[config.mk]
export PLATFORM = sky130hd
export DESIGN_NAME = if_id_queue
export DESIGN_NICKNAME = d
export VERILOG_FILES = /design/src/rtl/if_id_queue.sv
export SDC_FILE = /design/constraint.sdc
export NUM_CORES = 1
export LEC_CHECK = 0
export BUFFER_PORTS_ARGS = -buffer_cell sky130_fd_sc_hd__buf_4
export CAP_MARGIN = 5
export CORE_ASPECT_RATIO = 0.8
export CORE_MARGIN = 2
export CORE_UTILIZATION = 54
export DETAILED_ROUTE_END_ITERATION = 8
export GPL_TIMING_DRIVEN = 0
export PLACE_DENSITY = 0.77
export SLEW_MARGIN = 10
export SYNTH_ARGS = -nofsm -noshare
export SYNTH_HDL_FRONTEND = slang
export SYNTH_SLANG_ARGS = --single-unit
export TNS_END_PERCENT = 100
[constraint.sdc]
create_clock -name clk -period 2.15 [get_ports clk]
set_input_delay 0.215 -clock clk [delete_from_list [all_inputs] [get_ports clk]]
set_output_delay 0.215 -clock clk [all_outputs]
set_load 0.05 [all_outputs]
[src/rtl/if_id_queue.sv]
// IF->ID instruction queue: DEPTH-entry circular buffer of {pc, pc_incr, inst}
// with valid/ready on both sides and a flush that drops every buffered entry.
module if_id_queue #(
  parameter int WORD      = 64,
  parameter int INST_SIZE = 32,
  parameter int DEPTH     = 4
) (
  input  logic                     clk,
  input  logic                     rst_n,
  input  logic                     in_valid,
  output logic                     in_ready,
  input  logic [WORD-1:0]          in_pc,
  input  logic [WORD-1:0]          in_pc_incr,
  input  logic [INST_SIZE-1:0]     in_inst,
  output logic                     out_valid,
  input  logic                     out_ready,
  output logic [WORD-1:0]          out_pc,
  output logic [WORD-1:0]          out_pc_incr,
  output logic [INST_SIZE-1:0]     out_inst,
  input  logic                     flush,
  output logic [$clog2(DEPTH):0]   count
);

  localparam int AW = $clog2(DEPTH);
  localparam logic [AW:0] L_FULL = (AW+1)'(DEPTH);

  typedef struct packed {
    logic [WORD-1:0]      pc;
    logic [WORD-1:0]      pc_incr;
    logic [INST_SIZE-1:0] inst;
  } entry_t;

  entry_t        r_mem [DEPTH];
  logic [AW-1:0] r_wp;
  logic [AW-1:0] r_rp;
  logic [AW:0]   r_count;

  logic   w_push;
  logic   w_pop;
  entry_t w_head;

  // Ready depends only on registered occupancy, so a full queue never passes through.
  assign in_ready  = (r_count != L_FULL);
  assign out_valid = (r_count != '0);
  assign w_push    = in_valid && in_ready;
  assign w_pop     = out_valid && out_ready;
  assign count     = r_count;

  assign w_head      = r_mem[r_rp];
  assign out_pc      = out_valid ? w_head.pc      : '0;
  assign out_pc_incr = out_valid ? w_head.pc_incr : '0;
  assign out_inst    = out_valid ? w_head.inst    : '0;

  // NOTE: sequential state uses non-blocking (<=) so every register samples
  // pre-edge values; blocking here would create order-dependent simulation.
  always_ff @(posedge clk or negedge rst_n) begin
    if (!rst_n) begin
      r_wp    <= '0;
      r_rp    <= '0;
      r_count <= '0;
    end else if (flush) begin
      r_wp    <= '0;
      r_rp    <= '0;
      r_count <= '0;
    end else begin
      if (w_push) r_wp <= r_wp + AW'(1);
      if (w_pop)  r_rp <= r_rp + AW'(1);
      case ({w_push, w_pop})
        2'b10:   r_count <= r_count + (AW+1)'(1);
        2'b01:   r_count <= r_count - (AW+1)'(1);
        default: r_count <= r_count;
      endcase
    end
  end

  // NOTE: the entry array is reset too, so no stale bundle from before reset
  // can ever be observed; flush deliberately leaves contents untouched.
  always_ff @(posedge clk or negedge rst_n) begin
    if (!rst_n) begin
      for (int i = 0; i < DEPTH; i++) r_mem[i] <= '0;
    end else if (w_push && !flush) begin
      r_mem[r_wp] <= '{pc: in_pc, pc_incr: in_pc_incr, inst: in_inst};
    end
  end

endmodule

=== Word level (Yosys, flattened, before mapping) ===
Index checks and enable logic that the tools add are counted.

* Register bits after elaboration: 647
* Latch bits: 0
* Bits in writable memories: 0
* Memory bits (read-only): 0
* Bits of input ports: 165
* Output and inout bits: 165
* Memories: 0

* $add $sub $neg: 4
* $mul: 0
* Div/mod/pow operators: 0
* Magnitude comparators: 3
* Equality and inequality tests: 3
* Shifts and indexed selects: 0
* Muxes and demuxes: 15
* Bitwise operators: 2
* Reductions and logical operators: 9

{| class="wikitable"
|+ Operators with widths
! kind !! count
|-
| $bwmux 640 || 1
|-
| $mux 160 || 3
|-
| $bmux 160 s2 || 1
|-
| $demux 160 s2 || 1
|-
| $mux 64 || 2
|-
| $mux 32 || 1
|-
| $mux 2 || 4
|-
| $ge 3x3->1 const B || 2
|-
| $not 2->3 || 2
|-
| $pmux 3 s2 || 1
|-
| $reduce_bool 3->1 || 2
|-
| $add 2x1->2 const B || 2
|-
| $logic_and 1x1->1 || 4
|-
| $reduce_bool 2->1 || 2
|-
| $add 3x1->3 const B || 1
|-
| $lt 3x1->1 const B || 1
|-
| $mux 3 || 1
|-
| $ne 3x3->1 const B || 1
|-
| $sub 3x1->3 const B || 1
|-
| $eq 2x1->1 const B || 1
|-
| $eq 2x2->1 const B || 1
|-
| $logic_not 1->1 || 1
|}

=== Longest topological paths before layout ===
Gate-level depths: netlist of run 1.

* Depth after elaboration: 6
* Mapped depth: 8
* Gate-level depth less buffers: 6

=== Least setup slack after synthesis of run 1 ===
Ideal clock, no wire load.

* Path kind: register -> output
* From: reg r_count[0], in the netlist count[0]
* To: out out_inst[20]
* Data arrival time: 2.317 ns
* Required time: 1.935 ns
* Slack: -0.382 ns
* Stages on the path, launching flop included: 5
* Buffers on the path: 2
* Cells stage by stage: dfrtp_1 > or3_1 > clkbuf_1 > clkbuf_1 > and2_1

* Longest elaborated chain between the ends: 2

{| class="wikitable"
|+ RTL lines
! what !! RTL line !! source
|-
| from (decl) || 36 || <nowiki>logic [AW:0] r_count;</nowiki>
|-
| from (signal assigned) || 69 || <nowiki>2'b10: r_count <= r_count + (AW+1)'(1);</nowiki>
|-
| from (signal assigned) || 70 || <nowiki>2'b01: r_count <= r_count - (AW+1)'(1);</nowiki>
|-
| from (signal assigned) || 71 || <nowiki>default: r_count <= r_count;</nowiki>
|-
| $reduce_bool 3->1 || 44 || <nowiki>assign out_valid = (r_count != '0);</nowiki>
|-
| via out_valid || 15 || <nowiki>output logic out_valid,</nowiki>
|-
| $mux 32 || 52 || <nowiki>assign out_inst = out_valid ? w_head.inst : '0;</nowiki>
|-
| to (decl) || 19 || <nowiki>output logic [INST_SIZE-1:0] out_inst,</nowiki>
|}

The timed path passes the listed nets, and every way through them passes these cells.

=== Worst setup path after layout of run 1 ===
* From: reg r_rp[0]
* To: out out_pc[17]

* Longest elaborated chain between the ends: 5

{| class="wikitable"
|+ RTL lines
! what !! RTL line !! source
|-
| from (decl) || 35 || <nowiki>logic [AW-1:0] r_rp;</nowiki>
|-
| from (signal assigned) || 67 || <nowiki>if (w_pop) r_rp <= r_rp + AW'(1);</nowiki>
|-
| $not 2->3 (implied by the code) || 49 || <nowiki>assign w_head = r_mem[r_rp];</nowiki>
|-
| $bmux 160 s2 || 49 ||
|-
| $mux 160 (implied by the code) (2 in series) || 49 ||
|-
| $mux 64 || 50 || <nowiki>assign out_pc = out_valid ? w_head.pc : '0;</nowiki>
|-
| to (decl) || 17 || <nowiki>output logic [WORD-1:0] out_pc,</nowiki>
|}

Every way passes these cells. The select of a mux whose other input is x is not followed.

==> impl_metrics.tcl, run 1 <==
set metrics [dict create \
    outcome "finished with violations" \
    failing_checks "setup timing" \
    synth.ff_latch_count 647 \
    coreArea_um2 56700 \
    worst_skew_pair.late_latency_ns 0.61 \
    final-setup-viol-count 804 \
    clk_pin_slew_worst_paths_ns 0.06 \
    final_layout_net_count 2644 \
    route.detailed.wl_per_inst_um 26.15 \
    gr-usage-all-layers 0.2706 \
    postLayoutCoreUtil 0.7609 \
    drt-initial-drc-count 1246 \
    grt_overflow 0 \
    synth.area.top_cells "sky130_fd_sc_hd__dfrtp_1 (52%), sky130_fd_sc_hd__mux2_4 (18%), sky130_fd_sc_hd__mux4_2 (12%), sky130_fd_sc_hd__mux2_2 (8.7%), sky130_fd_sc_hd__and2_1 (3.2%)" \
    clock_buffers_created_by_tritoncts 68 \
    timing.rr.start "count[0]$_DFFE_PN0P_" \
    total_number_of_clock_tree_sinks 647 \
    synth_enable_flop_cells 0 \
    clockRootBuffer "sky130_fd_sc_hd__clkbuf_16" \
    drt_drc_violations_left 0 \
    grt_max_degree 119 \
    dp_worst_setup_slack_ns -1.314 \
    via_per_inst 5.736 \
    post_dp_cell_area_um2 34730 \
    fin_ws_ns -0.5297 \
    cp_slowest_stage_delay_ns 0.50 \
    die_width_um 271.8 \
    p_per_cell_area_nw_per_um2 1235 \
    row_count 78 \
    start_util 0.5464 \
    fin_worst_hold_slack_ns 0.03485 \
    fraction_of_layout_instances_using_a_drive_strength_above_1 0.6551 \
    netlist.top_cell.by_area "sky130_fd_sc_hd__dfrtp_1" \
    netlist_area_um2 30980 \
    die_area_um2 59310 \
    detail_route.first_pass.iterations 5 \
    ys.warnings.count 0 \
    max_slew_headroom 0.5815 \
    antenna_found_initial 7 \
    cap_violations 0 \
    fmax_ghz 0.3732 \
    detailroute.via_count 18893 \
    syn_nets 1958 \
    cp.required_ns 1.93 \
    hpwl_um 47900 \
    slowest_stage_cell_cp "sky130_fd_sc_hd__mux4_2" \
    final-seq-area_um2 16200 \
    yosysUniqueCellTypes 37 \
    layout.filler_cells 3154 \
    timing.critical_path.to_type "output pin" \
    multiInputGateArea_um2 14350 \
    arrival_time_of_data_at_the_critical_path_endpoint_ns 2.46 \
    power.static_leakage_uw 0.02062 \
    finalHoldViolations 0 \
    netlist_top_cells_count "sky130_fd_sc_hd__dfrtp_1 (647), sky130_fd_sc_hd__mux2_4 (370), sky130_fd_sc_hd__mux2_2 (240)" \
    die_height_um 218.2 \
    rsz0062_at_grt "yes" \
    cts_max_path_buffers 3 \
    synth_top_cell_area_share 0.5226 \
    period_share 1.246 \
    finalWorstPathRequiredPeriod_ns 2.680 \
    cts_tree "done" \
    gp_congestion 0.7843 \
    type_of_element_launching_the_critical_path "flop" \
    final_area_um2 43140 \
    synthArstFlopShare 1.000 \
    post_synth_inst_count 1788 \
    timing.critical_path.from "r_rp[0]$_DFFE_PN0P_" \
    first_pass_grt_wire_length_um 123100 \
    routed_wl_um 86130 \
    power.total_uw 53300 \
    synth.most_common_cell "sky130_fd_sc_hd__dfrtp_1" \
    grt_pass1_vias 20324 \
    htree_num_levels 3 \
    ir_worst_vdd_v 0.001047 \
    crit_chain "buf_12, buf_16, clkbuf_16, mux4_2, and2_4, buf_6" \
    postSynth.topFlopCell "sky130_fd_sc_hd__dfrtp_1" \
    synth_seq_area_share 0.5226 \
    setup.worst_path.class "flop to output pin" \
    timing.hold.worst.start "out_ready" \
    area_delta_synth_final_pct 39.27 \
    ioPinCount 330 \
    port_buffers 328 \
    timing.hold.worst.class "input pin to flop" \
    fin_skew_ns 0.02175 \
    synth.avg_cell_area_um2 17.33 \
    timing.final.max_slew_violations 0 \
    tightestPinTransition_ns 0.6277 \
    postRouteAntennaNets 0 \
    crit_path_max_fanout 8 \
]
## flip-flops by register name (all words and copies together) (netlist names)
name and count:
count 3, r_mem 640, r_rp 2, r_wp 2
## logic make-up (layout without fill, tap and decap cells)
kind of cell,after synthesis,after routing,synth area share
fa+ha+maj,5,5,0.002262
compound gates,10,10,0.002060
flops,647,647,0.5226
other cells,0,6,0
mux,800,800,0.3938
simple gates,192,193,0.03910
xor+xnor,4,4,0.001131
buf+inv,130,869,0.03905
## critical path: cells and delay by family, from the launching register on
family                 cells  cell delay [ns]
DFF                        1             0.49
buffers and inverters      4             0.66
muxes                      1             0.50
and+or+nand+nor            1             0.17
## placed cells by master (no fill, tap or decap), types with 5 or more instances in the layout
cell	instances
sky130_fd_sc_hd__clkbuf_16	116
sky130_fd_sc_hd__and2_4	160
sky130_fd_sc_hd__buf_12	95
sky130_fd_sc_hd__buf_16	31
sky130_fd_sc_hd__clkbuf_4	6
sky130_fd_sc_hd__mux2_2	177
sky130_fd_sc_hd__diode_2	6
sky130_fd_sc_hd__buf_2	6
sky130_fd_sc_hd__mux4_2	160
sky130_fd_sc_hd__dfrtp_1	642
sky130_fd_sc_hd__clkinv_2	9
sky130_fd_sc_hd__buf_4	196
sky130_fd_sc_hd__mux2_4	463
sky130_fd_sc_hd__dlygate4sd3_1	162
sky130_fd_sc_hd__nor2_1	8
sky130_fd_sc_hd__buf_8	34
sky130_fd_sc_hd__nand2_1	6
sky130_fd_sc_hd__clkbuf_1	21
sky130_fd_sc_hd__nand3_1	5
sky130_fd_sc_hd__clkbuf_8	21
sky130_fd_sc_hd__clkbuf_2	14
sky130_fd_sc_hd__buf_6	145
## worst paths after layout
check                                         end  slack [ns]  cells after the start
max                                    out_pc[17]       -0.53                      6
min                          count[0]$_DFFE_PN0P_        0.03                      5
max reg2reg                r_mem[446]$_DFFE_PN0P_       -0.39                     12
min reg2reg                r_mem[376]$_DFFE_PN0P_        0.50                      1
max in group asynchronous   r_mem[16]$_DFFE_PN0P_        0.20                      5
min in group asynchronous  r_mem[435]$_DFFE_PN0P_        0.10                      2
## stage by stage
stage | setup TNS, ns | instances
3_3_place_gp | -3944.00 | 2876
2_1_floorplan | -30.24 | 1788
6_report | -231.25 | 3294
4_1_cts | -159.15 | 3235
3_5_place_dp | -192.58 | 2882
5_1_grt | -266.56 | 3290
## per-layer routing
metal / vias to the layer above / global-route usage / part of all wire
met5: - / 0 / 0.00045
met4: 6 / 0.07564 / 0.026
met3: 157 / 0.05527 / 0.049
met2: 557 / 0.4277 / 0.48
met1: 10225 / 0.3838 / 0.44
li1: 7948 / - / -
## power by group
group / internal, µW / switching, µW
Combinational: 12700 / 8900
Clock: 7140 / 5080
Sequential: 16800 / 2730
## final cells by class
type / instances / share of cell area
sequential: 647 / 0.3755
multi-input combinational: 1012 / 0.3326
timing repair buffer: 626 / 0.1780
clock buffer: 105 / 0.04878
buffer: 117 / 0.03767
tap: 760 / 0.02204
clock inverter: 19 / 0.004814
antenna: 6 / 0.0003480
inverter: 2 / 0.0001740
## repair_timing
action	4_1_cts	5_1_grt
pin swaps	17	4
hold buffers	162	0
hold endpoints to repair	864	0
gates resized for setup	401	275
gates cloned	29	41
setup buffers	42	31
setup endpoints to repair	580	906
Power figures use the tool's default switching activity.
==> inputs of run 2 (changes only) <==
CORE_UTILIZATION = 59   (was 54)
PLACE_DENSITY = 0.8   (was 0.77)
clock period = 2.65 ns   (was 2.15 ns; I/O delays follow)
==> run 2 against run 1 <==
Against the previous run:
- the run still ends with setup timing left
- worst hold slack improved by 0.054 ns
- sequential power fell by 19%
- largest power group unchanged
- clock-buffer cell count fell by 11
- critical endpoint is now out_pc_incr[22]
==> impl_metrics.tcl, run 2 (synthesized netlist as in run 1, its figures left out) <==
set metrics [dict create \
    clock_buffers_created_by_tritoncts 61 \
    fraction_of_layout_instances_using_a_drive_strength_above_1 0.6092 \
    dp_worst_setup_slack_ns -0.8841 \
    regMostFlops "r_mem" \
    postRouteAntennaNets 0 \
    via_per_inst 5.796 \
    final-setup-viol-count 30 \
    gr-usage-all-layers 0.2812 \
    drt-initial-drc-count 1259 \
    ioPinCount 330 \
    port_buffers 328 \
    ir_worst_vdd_v 0.0007858 \
    arrival_time_of_data_at_the_critical_path_endpoint_ns 2.41 \
    cp.required_ns 2.38 \
    max_slew_headroom 0.5657 \
    outcome "finished with violations" \
    timing.critical_path.to_type "output pin" \
    route.detailed.wl_per_inst_um 24.90 \
    rsz0062_at_grt "yes" \
    gp_congestion 0.7777 \
    routed_wl_um 77330 \
    finalHoldViolations 0 \
    clockRootBuffer "sky130_fd_sc_hd__clkbuf_16" \
    cap_violations 0 \
    grt_max_degree 117 \
    grt_pass1_vias 19897 \
    detailroute.via_count 18003 \
    total_number_of_clock_tree_sinks 647 \
    cts_tree "done" \
    final_layout_net_count 2536 \
    final_cell_mix "sky130_fd_sc_hd__dfrtp_1 (643), sky130_fd_sc_hd__mux2_4 (370), sky130_fd_sc_hd__mux2_2 (240)" \
    type_of_element_launching_the_critical_path "flop" \
    timing.final.max_slew_violations 0 \
    first_pass_grt_wire_length_um 117800 \
    grt_overflow 0 \
    die_area_um2 54370 \
    failing_checks "setup timing" \
    setup.worst_path.class "flop to output pin" \
    antenna_found_initial 9 \
    fin_skew_ns 0.01537 \
    area_delta_synth_final_pct 28.62 \
    hpwl_um 47230 \
    cts_max_path_buffers 3 \
    timing.hold.worst.class "input pin to flop" \
    fmax_ghz 0.3731 \
    clk_pin_slew_worst_paths_ns 0.06 \
    largest_reg_flops 640 \
    tightestPinTransition_ns 0.6515 \
    detail_route.first_pass.iterations 5 \
    period_share 1.011 \
    die_width_um 260.2 \
    die_height_um 209.0 \
    power.total_uw 40410 \
    crit_path_max_fanout 7 \
    start_util 0.5938 \
    layout.cells.most_common "sky130_fd_sc_hd__dfrtp_1" \
    htree_num_levels 2 \
    p_per_cell_area_nw_per_um2 1014 \
    power.static_leakage_uw 0.01877 \
    drt_drc_violations_left 0 \
    finalWorstPathRequiredPeriod_ns 2.680 \
    coreArea_um2 52180 \
    fin_ws_ns -0.02994 \
    worst_skew_pair.late_latency_ns 0.62 \
    row_count 75 \
]
==> run 2: cell types whose count changed in the layout (fill, tap and decap cells not counted), moves of 22 or more <==
cell                        delta
sky130_fd_sc_hd__buf_12       -41
sky130_fd_sc_hd__buf_16       -22
sky130_fd_sc_hd__mux2_2       +63
sky130_fd_sc_hd__and2_1       +41
sky130_fd_sc_hd__buf_4        +34
sky130_fd_sc_hd__and2_4       -41
sky130_fd_sc_hd__mux2_4       -93
sky130_fd_sc_hd__mux2_1       +30
sky130_fd_sc_hd__clkbuf_16    -39
sky130_fd_sc_hd__buf_6        -50
==> run 2: layout make-up <==
cell class	count	area (µm²)
diodes	5	12.51
clock buffers	94	1863
flip-flops and latches	647	16200
multi-input cells	1011	13880
well taps	693	867.1
repair buffers	518	5361
inverters	2	7.507
fillers	2930	12330
clock inverters	11	87.58
plain buffers	125	1568
==> run 2: routing by layer <==
layer	up-vias	part of all wire	track usage
li1	7704	-	-
met1	9630	0.43	0.3992
met2	510	0.48	0.4378
met3	153	0.053	0.05871
met4	6	0.031	0.09458
met5	-	0.00053	0
==> run 2: path summary, 6_finish.rpt <==
path / from / to / slack, ns / cells after the start
worst max-delay path: r_rp[0]$_DFFE_PN0P_ / out_pc_incr[22] / -0.03 / 5
worst min-delay path: out_ready / count[0]$_DFFE_PN0P_ / 0.09 / 5
worst max register to register: count[2]$_DFFE_PN0P_ / r_mem[140]$_DFFE_PN0P_ / 0.22 / 8
worst min register to register: r_mem[79]$_DFFE_PN0P_ / r_mem[79]$_DFFE_PN0P_ / 0.50 / 1
max in group asynchronous: rst_n / r_mem[365]$_DFFE_PN0P_ / 0.42 / 5
min in group asynchronous: rst_n / r_mem[604]$_DFFE_PN0P_ / 0.20 / 2
==> run 2: critical path, cell delays in order, from the launching register on <==
cell and delay, ns:
sky130_fd_sc_hd__dfrtp_4 0.53, sky130_fd_sc_hd__clkbuf_16 0.24, sky130_fd_sc_hd__buf_12 0.14, sky130_fd_sc_hd__mux4_2 0.55
sky130_fd_sc_hd__and2_4 0.18, sky130_fd_sc_hd__buf_6 0.14
==> run 2: power by group <==
| part | total, µW | internal, µW | switching, µW |
|---|---|---|---|
| registers | 15700 | 13600 | 2150 |
| logic | 16000 | 9160 | 6830 |
| clock network | 8670 | 4890 | 3780 |
| total | 40400 | 27600 | 12800 |
==> run 2: repair_timing <==
action	4_1_cts	5_1_grt
gates cloned	3	12
setup endpoints to repair	162	181
hold buffers	162	0
pin swaps	8	34
setup buffers	8	1
resized for setup	295	151
hold endpoints to repair	737	0
==> run 2: metrics by stage <==
stage                 util  instances  area, µm²  hold slack [ns]  TNS [ns]
floorplan                -       1788      30980         -0.03059         0
global placement    0.6576       2809      34310           0.4679  -3546.73
detailed placement  0.6604       2814      34450           0.3156    -82.72
CTS                 0.7489       3090      39070          0.03315    -4.870
global route        0.7637       3106      39850           0.1404    -7.141
finish              0.7637       3106      39850          0.08849   -0.4545
==> inputs of run 3 (changes only) <==
CELL_PAD_IN_SITES_DETAIL_PLACEMENT = 1   (was not set)
CELL_PAD_IN_SITES_GLOBAL_PLACEMENT = 1   (was not set)
CORE_UTILIZATION = 51   (was 59)
PLACE_DENSITY = not set   (was 0.8)
PLACE_DENSITY_LB_ADDON = 0.1   (was not set)
==> run 3 against run 2 <==
Against the previous run:
- the flow still finishes with violations (setup timing)
- clock power increased by 12%
- combinational power barely moved
- final cell count up 3.5%
- sequential power about the same
- critical endpoint is now out_pc[42]
- largest cell class unchanged
==> impl_metrics.tcl, run 3 (synthesized netlist as in run 1, its figures left out) <==
set metrics [dict create \
    drt-initial-drc-count 923 \
    timing.critical_path.to_type "output pin" \
    grt_max_degree 111 \
    total_number_of_clock_tree_sinks 647 \
    gp_congestion 0.7501 \
    crit_cells 6 \
    rsz0062_at_grt "yes" \
    clockRootBuffer "sky130_fd_sc_hd__clkbuf_16" \
    fin_ws_ns -0.04934 \
    timing.hold.worst.class "input pin to flop" \
    route.detailed.wl_per_inst_um 26.53 \
    largest_reg_flops 640 \
    crit_path_max_fanout 10 \
    finalHoldViolations 0 \
    postRouteAntennaNets 0 \
    die_area_um2 62740 \
    ioPinCount 330 \
    via_per_inst 5.607 \
    layout.filler_cells 5172 \
    regMostFlops "r_mem" \
    crit_family "buffers and inverters" \
    gr-usage-all-layers 0.2690 \
    failing_checks "setup timing" \
    slowest_stage_cell_cp "sky130_fd_sc_hd__mux4_2" \
    max_slew_headroom 0.5889 \
    ir_worst_vdd_v 0.0006053 \
    routed_wl_um 85290 \
    port_buffers 328 \
    outcome "finished with violations" \
    cp.required_ns 2.38 \
    fin_skew_ns 0.01993 \
    final-setup-viol-count 71 \
    clock_buffers_created_by_tritoncts 68 \
    row_count 80 \
    detailroute.via_count 18026 \
    antenna_found_initial 13 \
    power.static_leakage_uw 0.01888 \
    coreArea_um2 59860 \
    postLayoutCoreUtil 0.6703 \
    type_of_element_launching_the_critical_path "flop" \
    layout.cells.most_common "sky130_fd_sc_hd__dfrtp_1" \
    die_height_um 224.4 \
    start_util 0.5176 \
    tightestPinTransition_ns 0.6166 \
    cap_violations 0 \
    grt_pass1_vias 20599 \
    setup.worst_path.class "flop to output pin" \
    die_width_um 279.6 \
    detail_route.first_pass.iterations 5 \
    drt_drc_violations_left 0 \
    grt_overflow 0 \
    crit_chain "buf_12, buf_8, buf_12, mux4_2, and2_1, buf_4" \
    finalWorstPathRequiredPeriod_ns 2.699 \
    arrival_time_of_data_at_the_critical_path_endpoint_ns 2.43 \
    cts_max_path_buffers 3 \
    first_pass_grt_wire_length_um 128600 \
    final_layout_net_count 2549 \
    final_cell_mix "sky130_fd_sc_hd__dfrtp_1 (642), sky130_fd_sc_hd__mux2_4 (370), sky130_fd_sc_hd__buf_4 (252)" \
    whs_path_depth 2 \
    p_per_cell_area_nw_per_um2 1032 \
    fraction_of_layout_instances_using_a_drive_strength_above_1 0.6013 \
    timing.final.max_slew_violations 0 \
    area_delta_synth_final_pct 29.52 \
    critical_path.n_buffers_inverters 4 \
    fmax_ghz 0.3705 \
    htree_num_levels 3 \
    clk_pin_slew_worst_paths_ns 0.06 \
    worst_skew_pair.late_latency_ns 0.60 \
    r2r_worst_path_depth 9 \
    power.total_uw 41410 \
    period_share 1.019 \
    cts_tree "done" \
    cp_common_cell "sky130_fd_sc_hd__buf_12" \
    hpwl_um 52130 \
    cp_slowest_stage_delay_ns 0.50 \
]
-- run 3: changes by cell type in the layout (fill, tap and decap cells not counted), moves of 4 or more --
cell                        change
sky130_fd_sc_hd__and2_1        +29
sky130_fd_sc_hd__and2_4        -29
sky130_fd_sc_hd__buf_4         +22
sky130_fd_sc_hd__buf_8          -7
sky130_fd_sc_hd__clkbuf_16      +7
sky130_fd_sc_hd__buf_6          -6
sky130_fd_sc_hd__clkinv_2       +5
sky130_fd_sc_hd__buf_12         -4
-- run 3: cell type report --
type | instances | area, µm² | share of cell area
diodes | 8 | 20.02 | 0.0004989
plain buffers | 125 | 1605 | 0.04001
clock buffers | 103 | 2100 | 0.05232
clock inverters | 16 | 132.6 | 0.003305
inverters | 2 | 7.507 | 0.0001871
multi-input cells | 1011 | 13810 | 0.3442
flip-flops and latches | 647 | 16200 | 0.4037
well taps | 779 | 974.7 | 0.02429
repair buffers | 524 | 5276 | 0.1315
-- run 3: per-stage QoR --
stage / instance area (µm²) / hold WS, ns / setup TNS (ns) / setup WS (ns) / cells
5_1_grt: 40120 / 0.06535 / -8.251 / -0.1127 / 3212
2_1_floorplan: 30980 / -0.03059 / 0 / 0.06843 / 1788
6_report: 40120 / 0.08407 / -1.206 / -0.04934 / 3215
4_1_cts: 39540 / 0.03834 / -3.807 / -0.1062 / 3192
3_3_place_gp: 34420 / 0.4682 / -3738.48 / -5.693 / 2895
3_5_place_dp: 34590 / 0.2679 / -97.23 / -0.9279 / 2901
-- run 3: path summary, 6_finish.rpt --
check                                            start                endpoint  slack, ns
worst max-delay path               r_rp[0]$_DFFE_PN0P_              out_pc[42]      -0.05
worst min-delay path                             flush     r_rp[1]$_DFFE_PN0P_       0.08
worst max register to register    count[1]$_DFFE_PN0P_  r_mem[555]$_DFFE_PN0P_       0.12
worst min register to register  r_mem[438]$_DFFE_PN0P_  r_mem[438]$_DFFE_PN0P_       0.50
max in group asynchronous                        rst_n  r_mem[533]$_DFFE_PN0P_       0.95
min in group asynchronous                        rst_n  r_mem[606]$_DFFE_PN0P_       0.23
-- run 3: per-layer routing --
metal / vias to the layer above / part of all wire / track usage
met3: 130 / 0.040 / 0.05557
met1: 9812 / 0.43 / 0.3604
met5: - / 0.00062 / 0
li1: 7714 / - / -
met4: 8 / 0.026 / 0.08004
met2: 362 / 0.50 / 0.4456
-- run 3: worst reg2reg max path: stages (launching register included) --
cell	delay (ns)
sky130_fd_sc_hd__dfrtp_2	0.46
sky130_fd_sc_hd__buf_4	0.16
sky130_fd_sc_hd__or3b_1	0.35
sky130_fd_sc_hd__buf_2	0.15
sky130_fd_sc_hd__and3b_1	0.19
sky130_fd_sc_hd__buf_6	0.15
sky130_fd_sc_hd__nand2_8	0.15
sky130_fd_sc_hd__buf_12	0.25
sky130_fd_sc_hd__buf_12	0.20
sky130_fd_sc_hd__mux2_1	0.35
-- run 3: where the power goes --
| group | leakage [µW] | switching, µW | internal (µW) |
|---|---|---|---|
| sequential | 0.00808 | 2200 | 13600 |
| clock | 0.00111 | 4030 | 5660 |
| combinational | 0.00968 | 6950 | 8990 |
| total | 0.0189 | 13200 | 28200 |
-- run 3: repair_timing --
action | 4_1_cts | 5_1_grt
setup buffers | 8 | 7
pin swaps | 7 | 14
gates cloned | 5 | 9
resized for setup | 287 | 92
hold buffers | 161 | 0
hold endpoints to repair | 707 | 0
setup endpoints to repair | 163 | 140
